[src/rtl/mips_pkg.sv]
// Shared MIPS front-end definitions: reset vector, NOP encoding, fetch FSM
// state encoding and the opcode constants the control unit also decodes.
package mips_pkg;

    localparam logic [31:0] RESET_PC_DEFAULT = 32'h0000_0000;
    localparam logic [31:0] NOP_INSTR        = 32'h0000_0000;

    // Fetch FSM: StKill means a squashed request is still outstanding on the bus.
    typedef enum logic [0:0] {
        StFetch = 1'b0,
        StKill  = 1'b1
    } fetch_state_e;

    // Primary opcodes shared with the control unit.
    localparam logic [5:0] OP_RTYPE = 6'h00;
    localparam logic [5:0] OP_BEQ   = 6'h04;
    localparam logic [5:0] OP_BNE   = 6'h05;
    localparam logic [5:0] OP_LUI   = 6'h0F;
    localparam logic [5:0] OP_LW    = 6'h23;
    localparam logic [5:0] OP_SB    = 6'h28;
    localparam logic [5:0] OP_SH    = 6'h29;
    localparam logic [5:0] OP_SW    = 6'h2B;

    function automatic logic [5:0] get_opcode(input logic [31:0] instr);
        return instr[31:26];
    endfunction

    function automatic logic [5:0] get_funct(input logic [31:0] instr);
        return instr[5:0];
    endfunction

endpackage

[src/rtl/fetch_skid_buf.sv]
// One-entry skid buffer holding a fetched {instr, pc} that arrived while the
// IF/ID slot was stalled. Clear has priority over load so a redirect always
// empties it.
module fetch_skid_buf
    import mips_pkg::*;
#(
    parameter int unsigned ADDR_W = 32
) (
    input  logic              clk,
    input  logic              rst,
    input  logic              clear,
    input  logic              load,
    input  logic              drain,
    input  logic [31:0]       load_instr,
    input  logic [ADDR_W-1:0] load_pc,
    output logic              full,
    output logic [31:0]       instr,
    output logic [ADDR_W-1:0] pc
);

    logic              full_q;
    logic [31:0]       instr_q;
    logic [ADDR_W-1:0] pc_q;

    // Entry register with full flag; data only captured on load.
    always_ff @(posedge clk) begin
        if (rst) begin
            full_q  <= 1'b0;
            instr_q <= NOP_INSTR;
            pc_q    <= '0;
        end else if (clear) begin
            full_q  <= 1'b0;
        end else if (load) begin
            full_q  <= 1'b1;
            instr_q <= load_instr;
            pc_q    <= load_pc;
        end else if (drain) begin
            full_q  <= 1'b0;
        end
    end

    assign full  = full_q;
    assign instr = instr_q;
    assign pc    = pc_q;

endmodule

[src/rtl/instr_fetch_unit.sv]
// Instruction-fetch stage: owns the PC, issues word fetches over a req/ready
// handshake, and presents a registered IF/ID slot to decode. Stalls spill one
// extra instruction into a skid buffer; redirects flush and squash in-flight
// fetches via the StKill state.
module instr_fetch_unit
    import mips_pkg::*;
#(
    parameter int unsigned       ADDR_W   = 32,
    parameter logic [ADDR_W-1:0] RESET_PC = RESET_PC_DEFAULT[ADDR_W-1:0]
) (
    input  logic              clk,
    input  logic              rst,
    output logic              imem_req,
    output logic [ADDR_W-1:0] imem_addr,
    input  logic              imem_ready,
    input  logic [31:0]       imem_rdata,
    input  logic              stall,
    input  logic              redirect_valid,
    input  logic [ADDR_W-1:0] redirect_pc,
    output logic              if_valid,
    output logic [31:0]       if_instr,
    output logic [ADDR_W-1:0] if_pc,
    output logic [ADDR_W-1:0] if_pc_plus4,
    output logic [5:0]        opcode,
    output logic [5:0]        funct
);

    localparam logic [ADDR_W-1:0] PC_STEP = ADDR_W'(4);

    fetch_state_e      state_q, state_d;
    logic [ADDR_W-1:0] pc_q, pc_d;
    logic [ADDR_W-1:0] kill_addr_q, kill_addr_d;

    logic              if_valid_q, if_valid_d;
    logic [31:0]       if_instr_q, if_instr_d;
    logic [ADDR_W-1:0] if_pc_q, if_pc_d;
    logic [ADDR_W-1:0] if_pc_plus4_q, if_pc_plus4_d;

    logic              skid_full;
    logic [31:0]       skid_instr;
    logic [ADDR_W-1:0] skid_pc;
    logic              skid_load, skid_drain, skid_clear;

    logic              accept;
    logic [ADDR_W-1:0] redirect_target;
    logic              unused_redirect_lsb;

    assign redirect_target     = {redirect_pc[ADDR_W-1:2], 2'b00};
    assign unused_redirect_lsb = ^redirect_pc[1:0];

    fetch_skid_buf #(
        .ADDR_W (ADDR_W)
    ) u_skid (
        .clk        (clk),
        .rst        (rst),
        .clear      (skid_clear),
        .load       (skid_load),
        .drain      (skid_drain),
        .load_instr (imem_rdata),
        .load_pc    (pc_q),
        .full       (skid_full),
        .instr      (skid_instr),
        .pc         (skid_pc)
    );

    // Bus request: held during reset low; in StKill replay the squashed address.
    always_comb begin
        imem_req  = 1'b0;
        imem_addr = pc_q;
        unique case (state_q)
            StFetch: imem_req = !rst && !skid_full;
            StKill: begin
                imem_req  = !rst;
                imem_addr = kill_addr_q;
            end
            default: imem_req = 1'b0;
        endcase
    end

    // A redirect in the same cycle as ready drops the returned word.
    assign accept = imem_req && imem_ready && (state_q == StFetch) && !redirect_valid;

    // Next-state for FSM, PC, IF/ID slot and skid control.
    always_comb begin
        state_d       = state_q;
        pc_d          = pc_q;
        kill_addr_d   = kill_addr_q;
        if_valid_d    = if_valid_q;
        if_instr_d    = if_instr_q;
        if_pc_d       = if_pc_q;
        if_pc_plus4_d = if_pc_plus4_q;
        skid_load     = 1'b0;
        skid_drain    = 1'b0;
        skid_clear    = 1'b0;

        if (redirect_valid) begin
            pc_d       = redirect_target;
            if_valid_d = 1'b0;
            if_instr_d = NOP_INSTR;
            skid_clear = 1'b1;
            unique case (state_q)
                StFetch: begin
                    if (imem_req && !imem_ready) begin
                        state_d     = StKill;
                        kill_addr_d = pc_q;
                    end
                end
                StKill: begin
                    // The squashed request completes now; nothing left to drain.
                    if (imem_ready) begin
                        state_d = StFetch;
                    end
                end
                default: state_d = StFetch;
            endcase
        end else begin
            if (state_q == StKill && imem_ready) begin
                state_d = StFetch;
            end

            if (accept) begin
                pc_d = pc_q + PC_STEP;
            end

            if (skid_full && !stall) begin
                if_valid_d    = 1'b1;
                if_instr_d    = skid_instr;
                if_pc_d       = skid_pc;
                if_pc_plus4_d = skid_pc + PC_STEP;
                skid_drain    = 1'b1;
            end else if (accept && (!if_valid_q || !stall)) begin
                if_valid_d    = 1'b1;
                if_instr_d    = imem_rdata;
                if_pc_d       = pc_q;
                if_pc_plus4_d = pc_q + PC_STEP;
            end else if (accept) begin
                skid_load = 1'b1;
            end else if (!stall && if_valid_q) begin
                // Slot consumed with nothing to replace it: go to NOP.
                if_valid_d = 1'b0;
                if_instr_d = NOP_INSTR;
            end
        end
    end

    // State registers with synchronous reset.
    always_ff @(posedge clk) begin
        if (rst) begin
            state_q       <= StFetch;
            pc_q          <= RESET_PC;
            kill_addr_q   <= RESET_PC;
            if_valid_q    <= 1'b0;
            if_instr_q    <= NOP_INSTR;
            if_pc_q       <= '0;
            if_pc_plus4_q <= '0;
        end else begin
            state_q       <= state_d;
            pc_q          <= pc_d;
            kill_addr_q   <= kill_addr_d;
            if_valid_q    <= if_valid_d;
            if_instr_q    <= if_instr_d;
            if_pc_q       <= if_pc_d;
            if_pc_plus4_q <= if_pc_plus4_d;
        end
    end

    assign if_valid    = if_valid_q;
    assign if_instr    = if_instr_q;
    assign if_pc       = if_pc_q;
    assign if_pc_plus4 = if_pc_plus4_q;
    assign opcode      = get_opcode(if_instr_q);
    assign funct       = get_funct(if_instr_q);

endmodule

[config.mk]
export PLATFORM = sky130hd
export DESIGN_NAME = instr_fetch_unit
export DESIGN_NICKNAME = d
export VERILOG_FILES = /design/src/rtl/mips_pkg.sv /design/src/rtl/fetch_skid_buf.sv /design/src/rtl/instr_fetch_unit.sv
export SDC_FILE = /design/constraint.sdc
export NUM_CORES = 1
export LEC_CHECK = 0
export ABC_CLOCK_PERIOD_IN_PS = 4950
export CELL_PAD_IN_SITES_DETAIL_PLACEMENT = 2
export CELL_PAD_IN_SITES_GLOBAL_PLACEMENT = 2
export CORE_MARGIN = 1
export CORE_UTILIZATION = 39
export DETAILED_ROUTE_END_ITERATION = 16
export DONT_BUFFER_PORTS = 1
export PLACE_DENSITY = 0.86
export SYNTH_ARGS = -nofsm -noshare
export SYNTH_HDL_FRONTEND = slang
export SYNTH_SLANG_ARGS = --single-unit
[constraint.sdc]
create_clock -name clk -period 4.95 [get_ports clk]
set_clock_uncertainty 0.05 [all_clocks]
set_input_delay 0 -clock clk [delete_from_list [all_inputs] [get_ports clk]]
set_output_delay 0 -clock clk [all_outputs]
set_load 0.01 [all_outputs]
* Word-level counts from Yosys, hierarchy flattened
Cells that the tools add are included. W data, S select, Z words.
Cells by class: bitwise operators 3, reduce and logical (&&, ||, !) cells 27, equal/unequal tests 1, add/subtract/negate cells 2, mux-type cells 30
Operator list (number):
- $mux W32 | 11
- $add A32 B3 Y32 const B | 2
- $mux W1 | 17
- $logic_and A1 B1 Y1 | 9
- $reduce_bool A2 Y1 | 4
- $logic_not A1 Y1 | 6
- $reduce_and A2 Y1 | 3
- $pmux W1 S2 | 2
- $reduce_or A2 Y1 | 2
- $ne A3 B1 Y1 const B | 1
- $not A1 Y1 | 3
- $reduce_and A3 Y1 | 1
- $reduce_bool A3 Y1 | 1
- $logic_or A1 B1 Y1 | 1
Word-level totals: word-level logic and storage cells 74, flip-flop bits (word level) 227, input port bits 69

* Logic depth before layout (Yosys ltp)
depth in word-level cells 11, gate-level depth with buffers 8, depth with buffers taken out 6

* By module
Synthesis repeated with hierarchy kept, for this count alone.
Second synthesis, totals: cell total of the unflattened synthesis 1280, area, all modules 11158.2 µm²
Modules (own cells, without submodules):
- instr_fetch_unit | area each 7890.1 µm², times used 1, cells an instance 984
- fetch_skid_buf | area each 3268.1 µm², times used 1, cells an instance 296

* Least setup slack after synthesis
Ideal clock, no wire load.
kind register -> register, start point register pc_q[3], end point register if_pc_plus4_q[30] (netlist: if_pc_plus4[30]), data arrival time 2.159 ns, stages on the path, launching flop included 7, path buffers 0, required time 4.814 ns, path slack 2.655 ns, library setup time 0.086 ns, period minus slack after synthesis 2.295 ns, path through dfxtp_1 ha_1 nand3_1 or4_4 or4_1 xor2_1 a221oi_2
On the way: word-level cells in the longest chain between the ends 3
Ends and longest elaborated chain:
- from (decl) | line instr_fetch_unit.sv:31 | logic [ADDR_W-1:0] pc_q, pc_d;
- from (signal assigned) | line instr_fetch_unit.sv:158 | pc_q <= pc_d;
- $add A32 B3 Y32 | line instr_fetch_unit.sv:135 | if_pc_plus4_d = pc_q + PC_STEP;
- $mux W32 | line instr_fetch_unit.sv:131 | end else if (accept && (!if_valid_q || !stall)) begin
- $mux W32 | line instr_fetch_unit.sv:125 | if (skid_full && !stall) begin
- to (signal assigned) | line instr_fetch_unit.sv:163 | if_pc_plus4_q <= if_pc_plus4_d;
- to (decl) | line instr_fetch_unit.sv:37 | logic [ADDR_W-1:0] if_pc_plus4_q, if_pc_plus4_d;
No other way between the ends. The select of a mux whose other input is x is not followed. A chain may end at the register's enable or synchronous reset.

* Worst setup path in the final report
start point register state_q, end point register kill_addr_q[26]
On the way: word-level cells in the longest chain between the ends 4
Ends and longest elaborated chain:
- from (decl) | line instr_fetch_unit.sv:30 | fetch_state_e state_q, state_d;
- from (signal assigned) | line instr_fetch_unit.sv:149 | state_q <= StFetch;
- from (signal assigned) | line instr_fetch_unit.sv:157 | state_q <= state_d;
- $not A1 Y1 (no source line)
- $pmux W1 S2 * | line instr_fetch_unit.sv:70 | unique case (state_q)
- via imem_req | line instr_fetch_unit.sv:13 | output logic imem_req,
- $logic_and A1 B1 Y1 * | line instr_fetch_unit.sv:103 | if (imem_req && !imem_ready) begin
- $reduce_and A3 Y1 (no source line) *
- to (signal assigned) | line instr_fetch_unit.sv:159 | kill_addr_q <= kill_addr_d;
- to (decl) | line instr_fetch_unit.sv:32 | logic [ADDR_W-1:0] kill_addr_q, kill_addr_d;
The timed path passes the listed nets; every way through them passes the cells marked *.

==> reports/results.txt <==
Initial Util: 40.2%
max cap viols: 0
number of global-route vias before repair: 11100
Final Non-Filler Cells: 1619
clk root buf: clkbuf_16
min cycle time layout: 3.42 ns
RSZ-0062 raised after global routing: false
post_cts resized: 0
CTS sink cnt: 217
Arr. time, crit path: 3.86 ns
EDFF count, synth: 0
Crit path largest cell delay: 1.05 ns
DP Cell Count: 1496
GR peak layer: met2
total congestion overflow: 0
crit end category: register
slowest CP cell: and3_1
Tot GR Track Use: 33.9%
DR iter-0 viols: 886
Slew HR: 19.0%
Crit Path Max Fanout: 42
I/O Buffers: 0
Hold Vio Cnt, Final: 0
largest net degree at the start of global routing: 171
Die Y: 164 um
most common cell after layout, fill and taps aside: nand2_1
sequential share of the synthesized area: 42.5%
Antenna Nets Post-Route: 0
area growth from synthesis to layout: 15.6%
synth warn: 0
first-pass GRT wire length: 69.4 mm
Die Wd: 164 um
Primary FF master, synth: dfxtp_1
share of layout cells above drive strength 1: 8.54%
I/O pins: 211
worst vdd ir: 0.451 mV
vias per cell: 6.44
Fmax: 0.292 GHz
most frequent cells in the layout: 308 x nand2_1, 217 x dfxtp_1, 128 x a21oi_1, 101 x nor2_1, 74 x dlygate4sd3_1
final worst path period share: 69.1%
core area: 25500 sq um
antenna violations before repair: 1
count of different cell masters after synthesis: 66
met2 Resource Use GR: 56.1%
RePlAce Congestion: 0.825
CP Launch Type: register
Clock Path Buffers: 3
die area: 26900 sq um
met1 global-route usage: 42.1%
number of nets in the layout: 1341
P per Cell Area: 357 nW/um^2
detailed placement HPWL: 24.8 mm
TritonRoute pass-1 iters: 7
Post-synth ARST share: 0%
Gate Count Post-Synth: 1292
detailed-route DRC error count: 0
met3 usage: 8.08%
TritonCTS buffer count: 26
Clock Pin Slew Worst Setup and Hold Paths: 0.07 ns
final setup vio count: 0
syn_area_per_cell: 7.92 sq um
CP dominant cell by count: a21oi_1
CTS tree: built
routed vias: 10400
max-slew violation count: 0
routed wire length: 46.1 mm
DR WL/cell: 28.5 um
Mapped Area: 10200 sq um
Worst Path Required: 5.39 ns
CTS H-Tree Depth: 1
CP bufs+invs: 3
CP top delay family: simple AND/OR/NAND/NOR gates
LEAKAGE: 3.88 nW
num rows: 58
Clk Latency, worst-skew pair: 0.55 ns
Worst-Margin Slew: 1.22 ns
outcome: complete, no violations
HP Class: in2out
CP Class: reg2reg
critical-path cell list: buf_4, inv_1, a21oi_1, and3_1, nand2_1, a21oi_1, dlygate4sd3_1
#FFs+latches synth: 217
final setup TNS: 0 ns
[final timing paths]
check	end	from	slack [ns]	depth (start not counted)
worst min register to register	kill_addr_q[9]$_SDFFE_PP0P_	kill_addr_q[9]$_SDFFE_PP0P_	0.40	2
worst max-delay path	kill_addr_q[26]$_SDFFE_PP0P_	state_q$_SDFFE_PP0P_	1.53	7
worst min-delay path	imem_req	rst	0.03	1
worst max register to register	kill_addr_q[26]$_SDFFE_PP0P_	state_q$_SDFFE_PP0P_	1.53	7
[area by class of cell]
type | count | area (sq um)
Antenna cell | 1 | 2.50
Fill cell | 2770 | 13600
Clock buffer | 36 | 769
Clock inverter | 10 | 114
Tap cell | 330 | 413
Sequential cell | 217 | 4340
Multi-Input combinational cell | 919 | 5200
Timing Repair Buffer | 94 | 936
Inverter | 12 | 45.0
[state kept, by name (all words and copies together) (netlist names)]
name,flops
if_instr,32
if_pc,30
if_pc_plus4,30
if_valid,1
kill_addr_q,30
pc_q,30
state_q,1
u_skid.full,1
u_skid.instr,32
u_skid.pc,30
[kinds of logic after synthesis]
group | after synthesis | share of synthesized area (%)
simple gates | 540 | 23.5
compound gates | 302 | 19.9
other cells | 1 | 0.0366
mux | 28 | 3.02
buf+inv | 161 | 7.37
xor+xnor | 41 | 3.51
flops | 217 | 42.5
fa+ha+maj | 2 | 0.244
[worst reg2reg max path, delay by kind of cell (launching register included)]
kind / cells / cell delay [ns]
flops: 1 / 0.33
compound gates: 2 / 0.59
simple gates: 2 / 1.26
buf+inv: 3 / 1.12
[metal layers]
metal / up-vias / share of wire [%] / wire (um)
met1: 5321 / 40 / 18500
met4: 0 / 4.2 / 1930
met3: 136 / 8.1 / 3740
li1: 4481 / - / -
met2: 484 / 48 / 22000
met5: - / 0 / 0
[power by group]
part | switching, W | internal (W)
Sequential | 0.0000981 | 0.00179
Clock | 0.000823 | 0.00119
Combinational | 0.000199 | 0.000119
[stage by stage]
step	worst slack, ns	cell area (sq um)	util, %	hold WS, ns	power [W]
final	1.53	11800	46.4	0.0298	0.00422
after global routing	1.37	11800	46.4	0.0341	0.00431
after CTS	1.78	11800	46.4	0.0124	0.00417
after detailed placement	1.90	10200	39.9	0.0323	0.00212
after global placement	1.94	10200	39.9	0.0305	0.00211
after floorplan	2.66	10300	-	0.0268	0.00207
[cell usage after synthesis, drive strengths merged, types with 9 or more instances]
master  count  area [sq um]
inv        12          45.0
nor3       14          75.1
a311oi     30           263
nand3      31           155
or3        12          75.1
nand2     309          1160
nor2      104           395
dfxtp     217          4340
a31oi       9          56.3
nand4      18           149
buf        58           367
nor4       12          81.3
xor2       16           140
xnor2      25           219
mux2       23           259
a21oi     128           641
a32o        9          90.1
a222oi     35           350
clkbuf     91           343
o21ai      38           190
[what timing repair did]
item,4_1_cts,5_1_grt
setup buffers,0,0
endpoints found under the hold margin,217,0
hold buffers,76,0
(Power assumes the default switching activity.)
